**config.mk**
```make
export PLATFORM = sky130hd
export DESIGN_NAME = sw_diag_score_pipe
export DESIGN_NICKNAME = d
export VERILOG_FILES = /design/src/rtl/sw_diag_score_pipe.sv
export SDC_FILE = /design/constraint.sdc
export NUM_CORES = 1
export LEC_CHECK = 0
export ABC_CLOCK_PERIOD_IN_PS = 2100
export CAP_MARGIN = 40
export CORE_MARGIN = 2
export CORE_UTILIZATION = 47
export CTS_CLUSTER_SIZE = 12
export DETAILED_ROUTE_END_ITERATION = 12
export PLACE_DENSITY = 0.84
export SKIP_CTS_REPAIR_TIMING = 1
export SYNTH_ARGS = -nofsm -noshare
export SYNTH_HDL_FRONTEND = slang
export SYNTH_SLANG_ARGS = --single-unit
```
**constraint.sdc**
```tcl
create_clock -name clk -period 2.1 [get_ports clk]
set_clock_uncertainty 0.1 [all_clocks]
set_input_delay 0.42 -clock clk [delete_from_list [all_inputs] [get_ports clk]]
set_output_delay 0.42 -clock clk [all_outputs]
set_load 0.01 [all_outputs]
```
**src/rtl/sw_diag_score_pipe.sv**
```systemverilog
// Smith-Waterman diagonal score pipeline.
// Two stages: (1) pick the match/mismatch/gap delta and register it with the
// diagonal value, (2) add, clamp to [0, 2^SCORE_W-1] and present under
// valid/ready. A running maximum and its beat index are kept on the output
// side so the host can locate the best alignment cell.
module sw_diag_score_pipe #(
    parameter int SCORE_W  = 8,
    parameter int CHAR_W   = 2,
    parameter int MATCH    = 2,
    parameter int MISMATCH = 1,
    parameter int GAP      = 2,
    parameter int IDX_W    = 10
) (
    input  logic               clk,
    input  logic               rst,
    input  logic               in_valid,
    output logic               in_ready,
    input  logic [SCORE_W-1:0] diag,
    input  logic [CHAR_W-1:0]  q_char,
    input  logic [CHAR_W-1:0]  s_char,
    input  logic               gap,
    input  logic               clear,
    output logic               out_valid,
    input  logic               out_ready,
    output logic [SCORE_W-1:0] sum,
    output logic               is_match,
    output logic               sat_hi,
    output logic               sat_lo,
    output logic [SCORE_W-1:0] max_score,
    output logic [IDX_W-1:0]   max_idx
);

    // Two guard bits: one for the sign, one for overflow past all-ones.
    localparam int DW = SCORE_W + 2;

    localparam logic signed [DW-1:0] D_MATCH = DW'(MATCH);
    localparam logic signed [DW-1:0] D_MISM  = -(DW'(MISMATCH));
    localparam logic signed [DW-1:0] D_GAP   = -(DW'(GAP));

    // Stage-1 payload.
    typedef struct packed {
        logic signed [DW-1:0]  delta;
        logic [SCORE_W-1:0]    diag;
        logic                  is_match;
    } s1_t;

    // vld_pipe[1] = stage-1 holds a beat, vld_pipe[2] = output holds a beat.
    logic [2:1] vld_pipe;
    s1_t        s1_d, s1_q;

    logic s1_adv, s2_adv, out_hs;

    logic signed [DW-1:0] t;
    logic [SCORE_W-1:0]   sum_d;
    logic                 sat_hi_d, sat_lo_d;

    logic [IDX_W-1:0] cnt;
    logic             first;

    // Each stage may load when it is empty or its content moves on this cycle.
    assign s2_adv   = !vld_pipe[2] || out_ready;
    assign s1_adv   = !vld_pipe[1] || s2_adv;
    assign in_ready = s1_adv;
    assign out_valid = vld_pipe[2];
    assign out_hs   = vld_pipe[2] && out_ready;

    // Score selection: gap wins over the letter comparison.
    always_comb begin
        s1_d          = '0;
        s1_d.diag     = diag;
        if (gap) begin
            s1_d.delta = D_GAP;
        end else if (q_char == s_char) begin
            s1_d.delta    = D_MATCH;
            s1_d.is_match = 1'b1;
        end else begin
            s1_d.delta = D_MISM;
        end
    end

    // Stage-1 register: captures the beat on the input handshake.
    always_ff @(posedge clk) begin
        if (rst) begin
            vld_pipe[1] <= 1'b0;
            s1_q        <= '0;
        end else if (s1_adv) begin
            vld_pipe[1] <= in_valid;
            if (in_valid) s1_q <= s1_d;
        end
    end

    // Add and clamp. Zero-extended diag plus signed delta never wraps in DW bits.
    always_comb begin
        t        = $signed({2'b00, s1_q.diag}) + s1_q.delta;
        sum_d    = t[SCORE_W-1:0];
        sat_hi_d = 1'b0;
        sat_lo_d = 1'b0;
        if (t[DW-1]) begin
            sum_d    = '0;
            sat_lo_d = 1'b1;
        end else if (t[DW-2]) begin
            sum_d    = '1;
            sat_hi_d = 1'b1;
        end
    end

    // Output register: loads only when free or being drained, so it holds under stall.
    always_ff @(posedge clk) begin
        if (rst) begin
            vld_pipe[2] <= 1'b0;
            sum         <= '0;
            is_match    <= 1'b0;
            sat_hi      <= 1'b0;
            sat_lo      <= 1'b0;
        end else if (s2_adv) begin
            vld_pipe[2] <= vld_pipe[1];
            if (vld_pipe[1]) begin
                sum      <= sum_d;
                is_match <= s1_q.is_match;
                sat_hi   <= sat_hi_d;
                sat_lo   <= sat_lo_d;
            end
        end
    end

    // Beat counter and running maximum; clear starts a new run at this beat.
    always_ff @(posedge clk) begin
        if (rst) begin
            cnt       <= '0;
            max_score <= '0;
            max_idx   <= '0;
            first     <= 1'b1;
        end else if (clear) begin
            if (out_hs) begin
                cnt       <= IDX_W'(1);
                max_score <= sum;
                max_idx   <= '0;
                first     <= 1'b0;
            end else begin
                cnt       <= '0;
                max_score <= '0;
                max_idx   <= '0;
                first     <= 1'b1;
            end
        end else if (out_hs) begin
            cnt <= cnt + 1'b1;
            if (first || (sum > max_score)) begin
                max_score <= sum;
                max_idx   <= cnt;
                first     <= 1'b0;
            end
        end
    end

endmodule

```
==> qor_table.md, run 1 <==
| Metric | Value | Unit |
|---|---|---|
| Top delay family on crit path | compound AO/OA/AOI/OAI gates | - |
| First-pass GRT wire length | 10.2 | mm |
| Worst slew pin tran | 0.415 | ns |
| Die outline area | 6370 | um2 |
| Maximum fanout along the worst path | 8 | - |
| Total Power Consumption | 2.23 | mW |
| Average footprint of a synthesized cell | 8.63 | um2 |
| Ordered list of cells on the worst path | ha_4 > inv_2 > fa_2 > nor2b_4 > o2111ai_4 > a2111oi_2 > nand3b_1 > o21ai_1 > a21oi_1 | - |
| Share of the clock period used by the worst path | 1.07 | - |
| First DRT Iteration DRCs | 155 | - |
| Fin cells | 480 | - |
| Min Clock Period, post-route | 2.26 | ns |
| Detail Route met3 WL | 250 | um |
| Setup-failing EPs final | 24 | - |
| Top layer reached by signal wires | met4 | - |
| Row cnt | 27 | - |
| Maximum number of pins on one net before global-route repair | 27 | - |
| Final Instance Area | 3940 | um2 |
| Number of buffers inserted by port buffering | 48 | - |
| DR WL/cell | 13.5 | um |
| Setup slack of the most critical reg-to-reg path | -0.16 | ns |
| Met2 wire length | 3.30 | mm |
| Count of mapped cells out of synthesis | 313 | - |
| Crit-path max cell delay | 0.37 | ns |
| Share of post-route cells with drive strength above 1 | 0.262 | - |
| Number of routed nets with antenna violations | 0 | - |
| Status | complete, but fails checks | - |
| M1 wire length | 2.78 | mm |
| Remaining DRCs | 0 | - |
| Number of antenna diodes | 0 | - |
| Count of nets after finishing | 444 | - |
| Yosys warnings | 0 | - |
| Maximum clock insertion buffer count | 2 | - |
| Violations in the final reports | negative setup slack | - |
| Final HPWL DP | 4.82 | mm |
| Area grow syn2layout | 45.7 | % |
| Final sum of negative setup slack | -1.50 | ns |
| Data required time at the worst endpoint | 2.26 | ns |
| Routed vias/inst | 5.23 | - |
| Leakage | 1.61 | nW |
| Minimum setup slack in the final design | -0.157 | ns |
| Io pins | 49 | - |
| Worst vdd ir | 0.377 | mV |
| Crit Reg-Reg Startpoint | s1_q[1] | - |
| Post-synthesis sequential area ratio | 0.400 | - |
| Startpoint of the most critical hold path | s1_q[6] | - |
| Vias in the first global route | 2361 | - |
| Share of synthesized registers carrying an async set or reset | 0 | - |
| Post-Route WL | 6.47 | mm |
| Commonest cells after routing, fill and taps aside | sky130_fd_sc_hd__clkdlybuf4s50_1, sky130_fd_sc_hd__buf_4, sky130_fd_sc_hd__dfxtp_1 | - |
| Die width | 79.8 | um |
| Final-report max-slew violation count | 0 | - |
| Clock tree from TritonCTS | done | - |
| Cell area after synthesis | 2700 | um2 |
| Power density of the placed cells | 566 | nW/um2 |
| Count of cell types in the netlist | 49 | - |
| Core area | 5540 | um2 |
| Vias after detailed routing | 2512 | - |
| CTS clk-pin slew, worst paths | 0.10 | ns |
| Antenna violations before repair | 0 | - |
| Slowest library cell on the worst path | sky130_fd_sc_hd__fa_2 | - |
| Detailed Routing Iterations Pass 1 | 4 | - |
| HP Class | flop to flop | - |
| Max-Slew Margin vs Limit | 0.723 | - |
| Max Clk Rate | 0.443 | GHz |
| Worst hold margin | 0.366 | ns |
| GRT Resource Usage Total | 0.202 | - |
| Critical path class | flop to flop | - |
| Critical path origin | s1_q[1] | - |
| Routability Congestion | 0.833 | - |
| Die Y | 79.8 | um |
| Critical path capture point type | flop | - |
| CTS root buf | sky130_fd_sc_hd__clkbuf_8 | - |
| Post-place instance area | 3690 | um2 |
| Number of flops mapped to enable cells by yosys | 0 | - |
| Number of failing hold endpoints at the final stage | 0 | - |
| WP buf/inv | 1 | - |
| TritonCTS sink count | 54 | - |
| Clock buffers created by TritonCTS | 5 | - |
| Insertion delay to the later sink of the worst-skew pair | 0.32 | ns |
| Main synth FF type | sky130_fd_sc_hd__dfxtp_1 | - |
| Net Count, Synth | 350 | - |
| Filler cell count | 431 | - |
| Maximum level of the CTS H-tree | 2 | - |
| Max-capacitance violation count | 0 | - |
| Crit start category | flop | - |
| RSZ-0062 raised after global routing | yes | - |
| Final global-route overflow total | 0 | - |
| Synthesized flop and latch total | 54 | - |
| Post-placement cell count | 462 | - |
| Data arrival time at the worst-slack endpoint | 2.42 | ns |
| Initial Util | 0.488 | - |
## power by group
part           switching (mW)  internal (mW)  leakage [nW]
logic                   0.249          0.271          1.12
clock network           0.373          0.248        0.0502
registers              0.0291           1.06         0.444
total                   0.651           1.58          1.61
## synth_stat cells (2+ instances only)
master	instances	share of area
sky130_fd_sc_hd__o21bai_1	3	0.0083
sky130_fd_sc_hd__nor3_1	4	0.0074
sky130_fd_sc_hd__ha_1	18	0.083
sky130_fd_sc_hd__nand4_1	5	0.012
sky130_fd_sc_hd__dfxtp_1	54	0.40
sky130_fd_sc_hd__nand3_1	2	0.0037
sky130_fd_sc_hd__o21ai_0	17	0.031
sky130_fd_sc_hd__a211oi_1	2	0.0056
sky130_fd_sc_hd__mux2i_1	14	0.052
sky130_fd_sc_hd__inv_1	16	0.022
sky130_fd_sc_hd__or3_1	2	0.0046
sky130_fd_sc_hd__a21oi_1	27	0.050
sky130_fd_sc_hd__buf_1	2	0.0028
sky130_fd_sc_hd__nor2b_1	7	0.016
sky130_fd_sc_hd__mux2_2	4	0.017
sky130_fd_sc_hd__o21a_1	2	0.0056
sky130_fd_sc_hd__xnor2_1	8	0.026
sky130_fd_sc_hd__a32o_1	2	0.0074
sky130_fd_sc_hd__nand2_1	41	0.057
sky130_fd_sc_hd__nand3b_1	2	0.0056
sky130_fd_sc_hd__nand2b_1	2	0.0046
sky130_fd_sc_hd__xor2_1	6	0.019
sky130_fd_sc_hd__and3_1	4	0.0093
sky130_fd_sc_hd__nor2_1	36	0.050
sky130_fd_sc_hd__clkbuf_1	9	0.013
## worst register-to-register path, cell delays in order (launching register included)
cell                        delay, ns
sky130_fd_sc_hd__dfxtp_2         0.36
sky130_fd_sc_hd__ha_4            0.14
sky130_fd_sc_hd__inv_2           0.04
sky130_fd_sc_hd__fa_2            0.37
sky130_fd_sc_hd__nor2b_4         0.16
sky130_fd_sc_hd__o2111ai_4       0.13
sky130_fd_sc_hd__a2111oi_2       0.35
sky130_fd_sc_hd__nand3b_1        0.30
sky130_fd_sc_hd__o21ai_1         0.12
sky130_fd_sc_hd__a21oi_1         0.14
## through the flow
stage               setup WS [ns]  utilization
finish                     -0.157        0.710
global route               -0.272        0.710
CTS                        -0.210        0.683
detailed placement         -0.185        0.665
global placement           -0.149        0.665
floorplan                 -0.0344            -
## worst paths after layout
path | cells past startpoint | end
worst max-delay path | 9 | sum[4]
worst max register to register | 9 | sum[4]
worst min-delay path | 2 | s1_q[6]
worst min register to register | 2 | s1_q[6]
## state kept, by name, summed over array words and instances, names as in the netlist
| register | flops |
|---|---|
| cnt | 10 |
| first | 1 |
| is_match | 1 |
| max_idx | 10 |
| max_score | 8 |
| out_valid | 1 |
| s1_q | 12 |
| sat_hi | 1 |
| sat_lo | 1 |
| sum | 8 |
| vld_pipe | 1 |
## final cells by class
type	instances	area (um2)	share of cell area
multi-input combinational	231	1700	0.433
sequential	54	1100	0.278
timing repair buffer	99	890	0.226
tap	72	90.1	0.0229
clock buffer	5	68.8	0.0175
inverter	16	60.1	0.0153
clock inverter	3	28.8	0.00731
## cells by family after synthesis
| logic type | synth area share |
|---|---|
| buf+inv | 0.0403 |
| xor+xnor | 0.0454 |
| fa+ha+maj | 0.0908 |
| simple gates | 0.182 |
| compound gates | 0.168 |
| flops | 0.400 |
| mux | 0.0727 |
## routing by layer
| layer | GRT usage | vias to the layer above |
|---|---|---|
| met4 | 0.0763 | 0 |
| met5 | 0 | - |
| met2 | 0.367 | 60 |
| met3 | 0.0339 | 16 |
| li1 | - | 1267 |
| met1 | 0.235 | 1169 |
Note: power is estimated with default switching activity, not from simulation.
==> run 2: changes to the inputs <==
--- a/config.mk
+++ b/config.mk
@@ -5,7 +5,7 @@
 export SDC_FILE = /design/constraint.sdc
 export NUM_CORES = 1
 export LEC_CHECK = 0
-export ABC_CLOCK_PERIOD_IN_PS = 2100
+export ABC_CLOCK_PERIOD_IN_PS = 1850
 export CAP_MARGIN = 40
 export CORE_MARGIN = 2
 export CORE_UTILIZATION = 47
==> constraint.sdc (replaced) <==
create_clock -name clk -period 1.85 [get_ports clk]
set_clock_uncertainty 0.1 [all_clocks]
set_input_delay 0.37 -clock clk [delete_from_list [all_inputs] [get_ports clk]]
set_output_delay 0.37 -clock clk [all_outputs]
set_load 0.01 [all_outputs]
==> run 2 against run 1 <==
Critical path type unchanged. Global-route usage grew 0.57 points. Via count increased by 3.1%. Largest cell class unchanged. Die area did not move. Sequential share of layout area fell by 1.4 points. Utilization rose by 4.2 points. The run still ends with negative setup slack left. Flip-flop and latch count unchanged. Clock-buffer cell count increased by 1. Critical path depth unchanged. Combinational power is 29% higher. Non-clock buffer count is 9 higher.
==> qor_table.md, run 2 (synthesis gave the netlist of run 1 again) <==
| Metric | Value | Unit | Delta |
|---|---|---|---|
| Status | complete, but fails checks | - | unchanged |
| Violations in the final reports | negative setup slack | - | unchanged |
| Maximum fanout along the worst path | 8 | - | unchanged |
| Max Clk Rate | 0.428 | GHz | was 0.443 GHz |
| Core area | 5540 | um2 | unchanged |
| Share of post-route cells with drive strength above 1 | 0.318 | - | was 0.262 |
| GRT Resource Usage Total | 0.207 | - | was 0.202 |
| Count of nets after finishing | 454 | - | was 444 |
| Minimum setup slack in the final design | -0.489 | ns | was -0.157 ns |
| Critical path origin | s1_q[1] | - | unchanged |
| Initial Util | 0.488 | - | unchanged |
| HP Class | input port to flop | - | was flop to flop |
| Routability Congestion | 0.863 | - | was 0.833 |
| Data required time at the worst endpoint | 2.00 | ns | was 2.26 ns |
| Critical path class | flop to flop | - | unchanged |
| Routed vias/inst | 5.28 | - | was 5.23 |
| Worst slew pin tran | 0.340 | ns | was 0.415 ns |
| Number of buffers inserted by port buffering | 48 | - | unchanged |
| Number of routed nets with antenna violations | 0 | - | unchanged |
| Crit start category | flop | - | unchanged |
| Clock tree from TritonCTS | done | - | unchanged |
| Die Y | 79.8 | um | unchanged |
| Slowest library cell on the worst path | sky130_fd_sc_hd__dfxtp_2 | - | was sky130_fd_sc_hd__fa_2 |
| Io pins | 49 | - | unchanged |
| First DRT Iteration DRCs | 99 | - | was 155 |
| Final sum of negative setup slack | -8.29 | ns | was -1.50 ns |
| Maximum level of the CTS H-tree | 2 | - | unchanged |
| Ordered list of cells on the worst path | ha_4 > inv_2 > fa_2 > nor2b_4 > o2111ai_4 > a2111oi_2 > nand3b_1 > o21ai_1 > a21oi_1 | - | unchanged |
| First-pass GRT wire length | 10.6 | mm | was 10.2 mm |
| Commonest cells after routing, fill and taps aside | sky130_fd_sc_hd__buf_4, sky130_fd_sc_hd__clkdlybuf4s50_1, sky130_fd_sc_hd__nand2_1 | - | was sky130_fd_sc_hd__clkdlybuf4s50_1, sky130_fd_sc_hd__buf_4, sky130_fd_sc_hd__dfxtp_1 |
| Area grow syn2layout | 54.3 | % | was 45.7% |
| Number of stages on the worst hold path | 4 | - | was 2 |
| Max-Slew Margin vs Limit | 0.773 | - | was 0.723 |
| Min Clock Period, post-route | 2.34 | ns | was 2.26 ns |
| Vias in the first global route | 2450 | - | was 2361 |
| Die width | 79.8 | um | unchanged |
| Final Instance Area | 4170 | um2 | was 3940 um2 |
| Crit-path max cell delay | 0.38 | ns | was 0.37 ns |
| Leading cell type in the layout, fill and taps excluded | sky130_fd_sc_hd__buf_4 | - |  |
| CTS clk-pin slew, worst paths | 0.10 | ns | about the same |
| Leakage | 1.73 | nW | was 1.61 nW |
| Largest regs | s1_q: 12 flops, cnt: 10 flops, max_idx: 10 flops | - | unchanged |
| Row cnt | 27 | - | unchanged |
| Final global-route overflow total | 0 | - | unchanged |
| Setup slack of the most critical reg-to-reg path | -0.49 | ns | was -0.16 ns |
| RSZ-0062 raised after global routing | yes | - | unchanged |
| Antenna violations before repair | 0 | - | unchanged |
| Data arrival time at the worst-slack endpoint | 2.49 | ns | was 2.42 ns |
| Share of the clock period used by the worst path | 1.26 | - | was 1.07 |
| Register-to-Register Path Depth | 9 | - | unchanged |
| Power density of the placed cells | 648 | nW/um2 | was 566 nW/um2 |
| Die outline area | 6370 | um2 | unchanged |
| Detailed Routing Iterations Pass 1 | 4 | - | unchanged |
| Post-place instance area | 3820 | um2 | was 3690 um2 |
| CTS root buf | sky130_fd_sc_hd__clkbuf_8 | - | unchanged |
| Remaining DRCs | 0 | - | unchanged |
| Critical path capture point type | flop | - | unchanged |
| Post-Route WL | 7.15 | mm | was 6.47 mm |
| Vias after detailed routing | 2591 | - | was 2512 |
| Crit Reg-Reg Startpoint | s1_q[1] | - | unchanged |
| Maximum clock insertion buffer count | 2 | - | unchanged |
| Clock buffers created by TritonCTS | 5 | - | unchanged |
| Insertion delay to the later sink of the worst-skew pair | 0.32 | ns | about the same |
| TritonCTS sink count | 54 | - | unchanged |
| Final-report max-slew violation count | 0 | - | unchanged |
| Endpoint of the worst register-to-register path | sum[0] | - | was sum[4] |
| Number of failing hold endpoints at the final stage | 0 | - | unchanged |
| Maximum number of pins on one net before global-route repair | 20 | - | was 27 |
| Worst vdd ir | 0.495 | mV | was 0.377 mV |
| DR WL/cell | 14.6 | um | was 13.5 um |
| Setup-failing EPs final | 28 | - | was 24 |
| Top delay family on crit path | compound AO/OA/AOI/OAI gates | - | unchanged |
| Hold Crit Endpoint | out_valid | - | was s1_q[6] |
| Max-capacitance violation count | 0 | - | unchanged |
| WP buf/inv | 1 | - | unchanged |
| Startpoint of the most critical hold path | out_ready | - | was s1_q[6] |
| Max reg flops | 12 | - | unchanged |
| Final HPWL DP | 4.95 | mm | was 4.82 mm |
| Register with the most flip-flops | s1_q | - | unchanged |
-- run 2: layer usage --
layer	wire (um)	global-route usage
met2	3640	0.373
met5	0	0
met1	3120	0.238
met3	269	0.0430
met4	117	0.0831
-- run 2: worst reg2reg max path: cells and delay by family (launching register included) --
kind | cells | cell delay [ns]
buf+inv | 1 | 0.04
simple gates | 2 | 0.47
fa+ha+maj | 2 | 0.52
flops | 1 | 0.38
compound gates | 4 | 0.78
-- run 2: stage by stage --
stage | instances | worst slack [ns] | power, mW | hold WS (ns) | utilization
global route | 490 | -0.611 | 2.81 | 0.364 | 0.752
finish | 491 | -0.489 | 2.70 | 0.352 | 0.752
detailed placement | 472 | -0.457 | 1.85 | 0.354 | 0.689
CTS | 480 | -0.482 | 2.62 | 0.370 | 0.709
floorplan | 313 | -0.284 | 1.58 | 0.341 | -
global placement | 472 | -0.384 | 1.83 | 0.352 | 0.689
-- run 2: cell type report --
class	instances	area, um2
multi-input combinational	232	1800
fill	378	1370
sequential	54	1100
timing repair buffer	108	997
clock buffer	6	93.8
tap	72	90.1
inverter	16	60.1
clock inverter	2	18.8
antenna	1	2.50
-- run 2: report_power, final --
| group | internal (mW) | switching [mW] |
|---|---|---|
| sequential | 1.20 | 0.0385 |
| clock | 0.359 | 0.432 |
| combinational | 0.358 | 0.313 |
-- run 2: how the worst max path moves through the flow --
stage / to / slack, ns / depth (start not counted)
after floorplan: max_idx[2] / -0.28 / 9
after detailed placement: sum[4] / -0.46 / 9
after CTS: sum[4] / -0.48 / 9
final: sum[0] / -0.49 / 9
after global placement: sum[5] / -0.38 / 9
after global routing: sum[4] / -0.61 / 9
==> run 3: changes to the inputs <==
==> constraint.sdc (replaced) <==
create_clock -name clk -period 1.85 [get_ports clk]
set_clock_uncertainty 0.1 [all_clocks]
set_input_delay 0.2775 -clock clk [delete_from_list [all_inputs] [get_ports clk]]
set_output_delay 0.2775 -clock clk [all_outputs]
set_load 0.01 [all_outputs]
==> run 3 against run 2 <==
The run still ends with negative setup slack left. Routed wire length is 1.4% higher. Flip-flop and latch count is the same. Utilization is 0.32 points lower. Sequential power is essentially flat. First-iteration DRC count is 35% lower. Setup slack gained 0.043 ns. Register-to-register slack improved by 0.04 ns. Cell area is 0.42% lower. Clock-buffer cell count fell by 1. Fmax is 1.9% higher. Combinational power grew 2%. Die area unchanged. Critical path type unchanged.
==> qor_table.md, run 3 (synthesis gave the netlist of run 1 again) <==
| Metric | Value | Unit | Delta |
|---|---|---|---|
| Status | complete, but fails checks | - | unchanged |
| Violations in the final reports | negative setup slack | - | unchanged |
| Fin cells | 490 | - | was 491 |
| Antenna violations before repair | 0 | - | unchanged |
| Cell internal power dissipation | 1.98 | mW | was 1.92 mW |
| Slowest library cell on the worst path | sky130_fd_sc_hd__dfxtp_2 | - | unchanged |
| Die width | 79.8 | um | unchanged |
| Core area | 5540 | um2 | unchanged |
| Top delay family on crit path | compound AO/OA/AOI/OAI gates | - | unchanged |
| Number of stages on the worst hold path | 2 | - | was 4 |
| Crit Reg-Reg Startpoint | s1_q[9] | - | was s1_q[1] |
| Post-placement cell count | 473 | - | was 472 |
| M2 GR Usage | 0.418 | - | was 0.373 |
| Crit start category | flop | - | unchanged |
| Data arrival time at the worst-slack endpoint | 2.44 | ns | was 2.49 ns |
| Largest regs | s1_q: 12 flops, cnt: 10 flops, max_idx: 10 flops | - | unchanged |
| First DRT Iteration DRCs | 64 | - | was 99 |
| Leading cell type in the layout, fill and taps excluded | sky130_fd_sc_hd__buf_4 | - | unchanged |
| Die Y | 79.8 | um | unchanged |
| Maximum clock insertion buffer count | 2 | - | unchanged |
| Routed vias/inst | 5.24 | - | was 5.28 |
| Critical path class | flop to flop | - | unchanged |
| Multi-input gate area in the final layout | 1810 | um2 | was 1800 um2 |
| RSZ-0062 raised after global routing | yes | - | unchanged |
| Remaining DRCs | 0 | - | unchanged |
| Endpoint of the worst register-to-register path | sum[1] | - | was sum[0] |
| Row cnt | 27 | - | unchanged |
| Hold Crit Endpoint | s1_q[8] | - | was out_valid |
| Crit path depth | 10 | - | was 9 |
| Global routing usage on met3 | 0.0441 | - | was 0.0430 |
| CTS clk-pin slew, worst paths | 0.10 | ns | about the same |
| Share of the clock period used by the worst path | 1.24 | - | was 1.26 |
| Share of post-route cells with drive strength above 1 | 0.328 | - | was 0.318 |
| Max-Slew Margin vs Limit | 0.765 | - | was 0.773 |
| TritonCTS sink count | 54 | - | unchanged |
| Register with the most flip-flops | s1_q | - | unchanged |
| Leakage | 1.67 | nW | was 1.73 nW |
| Commonest cells after routing, fill and taps aside | sky130_fd_sc_hd__buf_4, sky130_fd_sc_hd__clkdlybuf4s50_1, sky130_fd_sc_hd__nand2_1, sky130_fd_sc_hd__dfxtp_1, sky130_fd_sc_hd__nor2_1 | - | was sky130_fd_sc_hd__buf_4, sky130_fd_sc_hd__clkdlybuf4s50_1, sky130_fd_sc_hd__nand2_1 |
| Final HPWL DP | 5.02 | mm | was 4.95 mm |
| First-pass GRT wire length | 11.3 | mm | was 10.6 mm |
| Io pins | 49 | - | unchanged |
| Filler cell count | 381 | - | was 378 |
| Worst vdd ir | 0.417 | mV | was 0.495 mV |
| Insertion delay to the later sink of the worst-skew pair | 0.32 | ns | about the same |
| Switching Share | 0.283 | - | was 0.290 |
| Max-capacitance violation count | 0 | - | unchanged |
| Setup WS pre-CTS | -0.460 | ns | was -0.457 ns |
| Data required time at the worst endpoint | 1.99 | ns | was 2.00 ns |
| Area grow syn2layout | 53.6 | % | was 54.3% |
| Vias in the first global route | 2560 | - | was 2450 |
| Clock group share of total power | 0.303 | - | was 0.293 |
| Footprint of the flip-flops and latches | 1100 | um2 | about the same |
| Vias after detailed routing | 2568 | - | was 2591 |
| Maximum level of the CTS H-tree | 2 | - | unchanged |
| Number of buffers inserted by port buffering | 48 | - | unchanged |
| Routability Congestion | 0.834 | - | was 0.863 |
| Startpoint of the most critical hold path | s1_q[8] | - | was out_ready |
| Global routing met1 resource utilization | 0.261 | - | was 0.238 |
| Crit-path max cell delay | 0.37 | ns | was 0.38 ns |
| Critical path capture point type | flop | - | unchanged |
| Min Clock Period, post-route | 2.30 | ns | was 2.34 ns |
| Power density of the placed cells | 667 | nW/um2 | was 648 nW/um2 |
| Final-report max-slew violation count | 0 | - | unchanged |
| Register-to-Register Path Depth | 10 | - | was 9 |
| GRT Resource Usage Total | 0.226 | - | was 0.207 |
| Clock tree from TritonCTS | done | - | unchanged |
| Combinational power share | 0.248 | - | about the same |
| Count of nets after finishing | 454 | - | unchanged |
| Final Util | 0.749 | - | was 0.752 |
| Clock buffers created by TritonCTS | 5 | - | unchanged |
| Initial Util | 0.488 | - | unchanged |
| Fraction of power consumed by sequential logic | 0.449 | - | was 0.459 |
| Worst slew pin tran | 0.352 | ns | was 0.340 ns |
| Busiest layer in global routing | met2 | - | unchanged |
| Max reg flops | 12 | - | unchanged |
| Die outline area | 6370 | um2 | unchanged |
| Net switching power | 785 | uW | was 784 uW |
| DR WL/cell | 14.8 | um | was 14.6 um |
| Number of antenna diodes | 0 | - | was 1 |
| Number of routed nets with antenna violations | 0 | - | unchanged |
| WP buf/inv | 2 | - | was 1 |
| Setup slack of the most critical reg-to-reg path | -0.45 | ns | was -0.49 ns |
| Detailed Routing Iterations Pass 1 | 4 | - | unchanged |
| Post-Route WL | 7.25 | mm | was 7.15 mm |
| Maximum fanout along the worst path | 4 | - | was 8 |
| Final global-route overflow total | 0 | - | unchanged |
| Number of failing hold endpoints at the final stage | 0 | - | unchanged |
| Minimum setup slack in the final design | -0.446 | ns | was -0.489 ns |
| Ordered list of cells on the worst path | ha_4 > inv_2 > fa_2 > nor2b_2 > o2111ai_2 > a2111oi_2 > nand3b_1 > buf_6 > o21ai_2 > a21oi_1 | - | was ha_4 > inv_2 > fa_2 > nor2b_4 > o2111ai_4 > a2111oi_2 > nand3b_1 > o21ai_1 > a21oi_1 |
| CTS root buf | sky130_fd_sc_hd__clkbuf_8 | - | unchanged |
| Max Clk Rate | 0.436 | GHz | was 0.428 GHz |
| Maximum number of pins on one net before global-route repair | 21 | - | was 20 |
| HP Class | flop to flop | - | was input port to flop |
| Setup-failing EPs final | 28 | - | unchanged |
run 3: cell types whose count changed in the layout (fill, tap and decap cells not counted), sizes merged, moves of 2 or more:
| cell | delta |
|---|---|
| dlymetal6s2s | -4 |
| clkdlybuf4s50 | +4 |
| clkbuf | -2 |
| buf | +2 |
run 3: per-stage QoR:
| step | hold slack, ns | total power, mW | setup TNS (ns) | area, um2 |
|---|---|---|---|---|
| floorplan | 0.306 | 1.58 | -6.67 | 2900 |
| global placement | 0.353 | 1.82 | -9.10 | 3820 |
| detailed placement | 0.371 | 1.84 | -11.12 | 3820 |
| CTS | 0.385 | 2.68 | -11.33 | 3940 |
| global route | 0.404 | 2.87 | -10.57 | 4150 |
| finish | 0.383 | 2.77 | -7.54 | 4150 |
run 3: worst min-delay path, cell delays in order, from the launching register on:
cell and delay, ns:
sky130_fd_sc_hd__dfxtp_1 0.34, sky130_fd_sc_hd__nand2_1 0.06, sky130_fd_sc_hd__a21oi_1 0.05
run 3: area by class of cell:
class,count,area share
multi-input cells,231,0.436
flip-flops and latches,54,0.265
repair buffers,109,0.234
well taps,72,0.0217
clock buffers,5,0.0166
inverters,16,0.0145
clock inverters,3,0.0118
run 3: power by group through the flow:
| stage | logic (mW) | clock network (mW) | registers [mW] |
|---|---|---|---|
| floorplan | 0.307 | 0 | 1.28 |
| global placement | 0.556 | 0 | 1.26 |
| detailed placement | 0.577 | 0 | 1.27 |
| CTS | 0.589 | 0.854 | 1.24 |
| global route | 0.738 | 0.889 | 1.25 |
| finish | 0.687 | 0.839 | 1.24 |
run 3: per-layer routing:
metal	routed length [um]	vias to the layer above
li1	-	1289
met1	2960	1209
met2	3880	57
met3	234	13
met4	167	0
met5	0	-
run 3: worst max path at each step:
stage	startpoint	to	slack, ns
detailed placement	s1_q[1]	sum[5]	-0.46
global placement	s1_q[1]	sum[5]	-0.37
floorplan	max_score[1]	max_idx[2]	-0.28
global route	s1_q[1]	sum[1]	-0.54
CTS	s1_q[1]	sum[4]	-0.52
finish	s1_q[9]	sum[1]	-0.45
